$ cat config.mk
export PLATFORM = sky130hd
export DESIGN_NAME = alu_seq
export DESIGN_NICKNAME = d
export VERILOG_FILES = /design/src/rtl/alu_seq.sv
export SDC_FILE = /design/constraint.sdc
export NUM_CORES = 1
export LEC_CHECK = 0
export CAP_MARGIN = 20
export CORE_MARGIN = 2
export CORE_UTILIZATION = 36
export CTS_CLUSTER_SIZE = 8
export DETAILED_ROUTE_END_ITERATION = 10
export PLACE_DENSITY = 0.62
export SLEW_MARGIN = 20
export SYNTH_ARGS = -nofsm -noshare
export SYNTH_HDL_FRONTEND = slang
export SYNTH_SLANG_ARGS = --single-unit
$ cat constraint.sdc
create_clock -name clk -period 2.44 [get_ports clk]
set_input_delay 0.366 -clock clk [delete_from_list [all_inputs] [get_ports clk]]
set_output_delay 0.366 -clock clk [all_outputs]
set_load 0.005 [all_outputs]
$ cat src/rtl/alu_seq.sv
// rtl/alu_seq.sv - instruction sequencer that decodes, issues to and writes back from an external ALU
// Optional result flags are built only when ALU_SEQ_FLAGS_EN is defined.
module alu_seq #(
  parameter int NREGS = 8,
  parameter int W     = 16
) (
  input  logic         clk,
  input  logic         rst_n,
  input  logic         instr_valid,
  output logic         instr_ready,
  input  logic [15:0]  instr,
  output logic         alu_en,
  output logic [3:0]   alu_oper,
  output logic [W-1:0] alu_a,
  output logic [W-1:0] alu_b,
  input  logic [W-1:0] alu_q,
  output logic         done,
  output logic         illegal,
  input  logic         err_clr,
  input  logic [2:0]   rd_sel,
  output logic [W-1:0] rd_data,
  output logic         flag_z,
  output logic         flag_n
);

  typedef enum logic [1:0] {IDLE, ISSUE, CAPT} state_t;

  state_t       state_q, state_d;
  logic [15:0]  instr_q, instr_d;
  logic [W-1:0] rf_q [NREGS];
  logic [W-1:0] rf_d [NREGS];
  logic         alu_en_q, alu_en_d;
  logic [3:0]   alu_oper_q, alu_oper_d;
  logic [W-1:0] alu_a_q, alu_a_d;
  logic [W-1:0] alu_b_q, alu_b_d;
  logic         done_q, done_d;
  logic         illegal_q, illegal_d;
  logic         illegal_set;
  logic [3:0]   op_in;
  logic [W-1:0] wr_data;

  assign op_in = instr[15:12];

  // LDI writes its zero-extended 9-bit immediate instead of the ALU result
  assign wr_data = (instr_q[15:12] == 4'd12) ? {{(W-9){1'b0}}, instr_q[8:0]} : alu_q;

  always_comb begin
    state_d     = state_q;
    instr_d     = instr_q;
    rf_d        = rf_q;
    alu_en_d    = 1'b0;
    alu_oper_d  = 4'd0;
    alu_a_d     = '0;
    alu_b_d     = '0;
    done_d      = 1'b0;
    illegal_set = 1'b0;
    case (state_q)
      IDLE: begin
        if (instr_valid) begin
          instr_d = instr;
          if (op_in >= 4'd1 && op_in <= 4'd11) begin
            state_d    = ISSUE;
            alu_en_d   = 1'b1;
            alu_oper_d = op_in;
            alu_a_d    = rf_q[instr[8:6]];
            alu_b_d    = rf_q[instr[5:3]];
          end else if (op_in == 4'd12) begin
            state_d = ISSUE;
          end else begin
            done_d      = 1'b1;
            illegal_set = (op_in >= 4'd13);
          end
        end
      end
      ISSUE: begin
        state_d = CAPT;
      end
      CAPT: begin
        rf_d[instr_q[11:9]] = wr_data;
        done_d              = 1'b1;
        state_d             = IDLE;
      end
      default: begin
        state_d = IDLE;
      end
    endcase
    illegal_d = illegal_set ? 1'b1 : (err_clr ? 1'b0 : illegal_q);
  end

  always_ff @(posedge clk or negedge rst_n) begin
    if (!rst_n) begin
      state_q    <= IDLE;
      instr_q    <= '0;
      alu_en_q   <= 1'b0;
      alu_oper_q <= 4'd0;
      alu_a_q    <= '0;
      alu_b_q    <= '0;
      done_q     <= 1'b0;
      illegal_q  <= 1'b0;
      for (int i = 0; i < NREGS; i++) rf_q[i] <= '0;
    end else begin
      state_q    <= state_d;
      instr_q    <= instr_d;
      alu_en_q   <= alu_en_d;
      alu_oper_q <= alu_oper_d;
      alu_a_q    <= alu_a_d;
      alu_b_q    <= alu_b_d;
      done_q     <= done_d;
      illegal_q  <= illegal_d;
      rf_q       <= rf_d;
    end
  end

  assign instr_ready = (state_q == IDLE);
  assign alu_en      = alu_en_q;
  assign alu_oper    = alu_oper_q;
  assign alu_a       = alu_a_q;
  assign alu_b       = alu_b_q;
  assign done        = done_q;
  assign illegal     = illegal_q;
  assign rd_data     = rf_q[rd_sel];

`ifdef ALU_SEQ_FLAGS_EN
  logic flag_z_q, flag_z_d;
  logic flag_n_q, flag_n_d;

  always_comb begin
    flag_z_d = flag_z_q;
    flag_n_d = flag_n_q;
    if (state_q == CAPT) begin
      flag_z_d = (wr_data == '0);
      flag_n_d = wr_data[W-1];
    end
  end

  always_ff @(posedge clk or negedge rst_n) begin
    if (!rst_n) begin
      flag_z_q <= 1'b0;
      flag_n_q <= 1'b0;
    end else begin
      flag_z_q <= flag_z_d;
      flag_n_q <= flag_n_d;
    end
  end

  assign flag_z = flag_z_q;
  assign flag_n = flag_n_q;
`else
  assign flag_z = 1'b0;
  assign flag_n = 1'b0;
`endif

endmodule
==> results.md <==
* Outcome: completed
* Pwr dens at 985 mW/mm^2
* Post-Synth XOR/XNOR Area at 0%
* Syn avg cell area at 14.3 um^2
* Share of layout cells above drive strength 1 at 43.0%
* Yosys cell types at 32
* DR vias at 6655
* Layout net count at 874
* CTS tree: built
* Reg clk slew, reported paths at 0.07 ns
* DRT Wirelength at 26.9 mm
* Die area at 0.0283 mm^2
* FF-to-FF path depth at 4
* Slowest cell on the critical path: mux4_2
* Die width at 168 um
* Diodes inserted at 0
* Largest family of logic cells by synthesized area: multiplexers
* Reg2reg setup slack at 0.42 ns
* CP required at 2.07 ns
* Worst-path fanout max at 4
* Max clock buf depth at 2
* Synth warn at 0
* Num CTS Buffers at 17
* GR Util All Layers at 19.6%
* CP Buf/Inv Count at 1
* Worst setup EP type: output port
* Drt first pass iters at 4
* Least-Margin Pin Slew at 0.774 ns
* Final Max Tran Viols at 0
* Initial antenna violation count at 0
* Hold Path Class: in -> async
* First-pass GRT wire length at 41.7 mm
* Syn Inst Count at 679
* # IOs at 97
* Tmin final at 2.28 ns
* RSZ-0062 raised after global routing: false
* Global placer's final weighted congestion at 0.811
* Synth Register Bits at 185
* Largest net degree at the start of global routing at 68
* Vias per cell at 5.60
* Post-synthesis mux area share at 37.7%
* Register area share after synthesis at 47.7%
* Crit-path cells: mux4_2 > mux2_2 > dlygate4sd2_1
* Compound-Gate Fraction of Synth Area at 5.69%
* Routed WL per cell at 22.6 um
* CP Launch Type: flip-flop
* H-tree depth at 4
* Crit path max-delay family: multiplexers
* Iteration-0 DRC Markers at 396
* WS Path Type: reg -> out
* Dpl hpwl at 17.3 mm
* Initial Util at 36.3%
* Core footprint at 0.0267 mm^2
* Total gr overflow at 0
* VDD IR max at 0.000492 V
* Simple-Gate Fraction of Synth Area at 6.00%
* # port buffers at 94
* Most common cell after layout, fill and taps aside: dfrtp_1
* Setup Skew at 0.0138 ns
* F_max at 0.438 GHz
* Slew Limit Headroom at 47.1%
* Setup violators final at 0
* Post-route ant nets at 0
* WP depth at 3
* Source-to-sink clock delay at the later pin of the worst-skew pair at 0.44 ns
* Worst hold margin at 0.500 ns
* CP arrival at 1.92 ns
* Place WS at -0.149 ns
* Die height at 168 um
* Clock Tree Root: clkbuf_16
* # Max-Cap Violations at 0
* Num rows at 60
* Commonest non-fill, non-tap cells in the layout: 185 x dfrtp_1, 164 x mux2_2, 83 x buf_4, 73 x clkdlybuf4s50_1, 64 x mux4_2
* DRC at 0
* Post-route setup slack at 0.158 ns
* Synth Area in Adders at 0%
* Vias in the first global route at 6825
* Synthesized area at 0.00970 mm^2
* Crit share post-route at 93.5%
* CTS Sinks at 185
* P&R area growth vs syn at 27.3%
* LEAKAGE at 5.39 nW
* Final hold violations at 0
* CP max stage delay at 0.50 ns
-- worst reg2reg max path, cell delays in order, from the launching register on --
cell     delay (ns)
dfrtp_1        0.44
or3b_1         0.55
nor3_4         0.17
buf_4          0.36
mux2_2         0.39
-- layout make-up --
class | count | area [um^2]
tap | 341 | 427
timing repair buffer | 189 | 1830
clock buffer | 23 | 488
clock inverter | 9 | 136
inverter | 5 | 18.8
multi-input combinational | 437 | 4810
fill | 2403 | 14400
sequential | 185 | 4630
-- path summary, 6_finish.rpt --
kind                       startpoint          to
max in group asynchronous       rst_n     rf_q[2]
hold reg to reg            instr_q[6]  instr_q[6]
hold / removal                  rst_n   rf_q[119]
min in group clk              err_clr     illegal
setup / recovery             rf_q[83]  rd_data[3]
setup reg to reg           state_q[1]   rf_q[123]
-- cell families (layout without fill, tap and decap cells) --
logic type | Yosys count | in the layout
other | 1 | 2
multiplexers | 264 | 264
AO/OA/AOI/OAI | 69 | 69
AND/OR/NAND/NOR | 102 | 102
buffers and inverters | 58 | 226
flip-flops | 185 | 185
-- synthesized netlist by cell type --
cell,instances,area [um^2]
a2111oi_0,33,289
a211oi_1,31,233
a21oi_1,1,5.00
and3_1,2,12.5
and3b_1,1,8.76
buf_1,2,7.51
buf_2,21,105
buf_4,7,52.6
buf_6,1,11.3
clkbuf_1,22,82.6
conb_1,1,3.75
dfrtp_1,185,4630
inv_1,5,18.8
mux2_1,4,45.0
mux2_2,165,1860
mux2i_1,31,310
mux4_2,64,1440
nand2_1,6,22.5
nand2b_1,2,12.5
nand3b_1,2,15.0
nor2_1,36,135
nor2_4,3,33.8
nor2b_1,42,263
nor3_2,1,10.0
nor3_4,1,16.3
nor3b_1,2,15.0
nor3b_2,1,12.5
nor4_1,1,6.26
nor4bb_1,1,10.0
o211a_1,1,10.0
o21ai_0,3,15.0
or3b_1,1,8.76
-- registers in the layout (all words and copies together), names as in the netlist --
signal / flops
done: 1
instr_q: 16
alu_oper: 4
illegal: 1
rf_q: 128
alu_b: 16
alu_en: 1
state_q: 2
alu_a: 16
-- stage by stage --
step	util, %	area (um^2)	power (mW)	instances	TNS [ns]
5_1_grt	46.2	12300	12.8	1189	0
4_1_cts	45.5	12200	12.0	1168	0
3_5_place_dp	42.6	11400	8.90	1123	-2.06
2_1_floorplan	-	9700	7.46	680	0
3_3_place_gp	42.6	11400	8.81	1123	-1.99
6_report	46.2	12300	12.2	1189	0
-- layer usage --
layer  global-route usage [%]  vias to the layer above  part of all wire, %
met5                        0                        -                    0
met3                     3.93                       30                  5.0
met4                     4.72                        0                  1.4
met2                     32.3                      198                   49
li1                         -                     2925                    -
met1                     26.9                     3502                   45
-- report_power, final --
group          internal, mW  switching [mW]  total (mW)
combinational          2.69            1.32        4.01
clock                  1.73            1.21        2.94
sequential             4.18            1.02        5.20
total                  8.60            3.55        12.2
-- repair_timing --
| item | 4_1_cts | 5_1_grt |
|---|---|---|
| gates resized for setup | 6 | 14 |
| pin swaps | 0 | 0 |
| gates cloned | 1 | 0 |
| hold buffers | 1 | 0 |
| endpoints found under the hold margin | 61 | 0 |
| setup buffers | 11 | 21 |
| setup endpoints to repair | 16 | 14 |
Power figures use the tool's default switching activity.
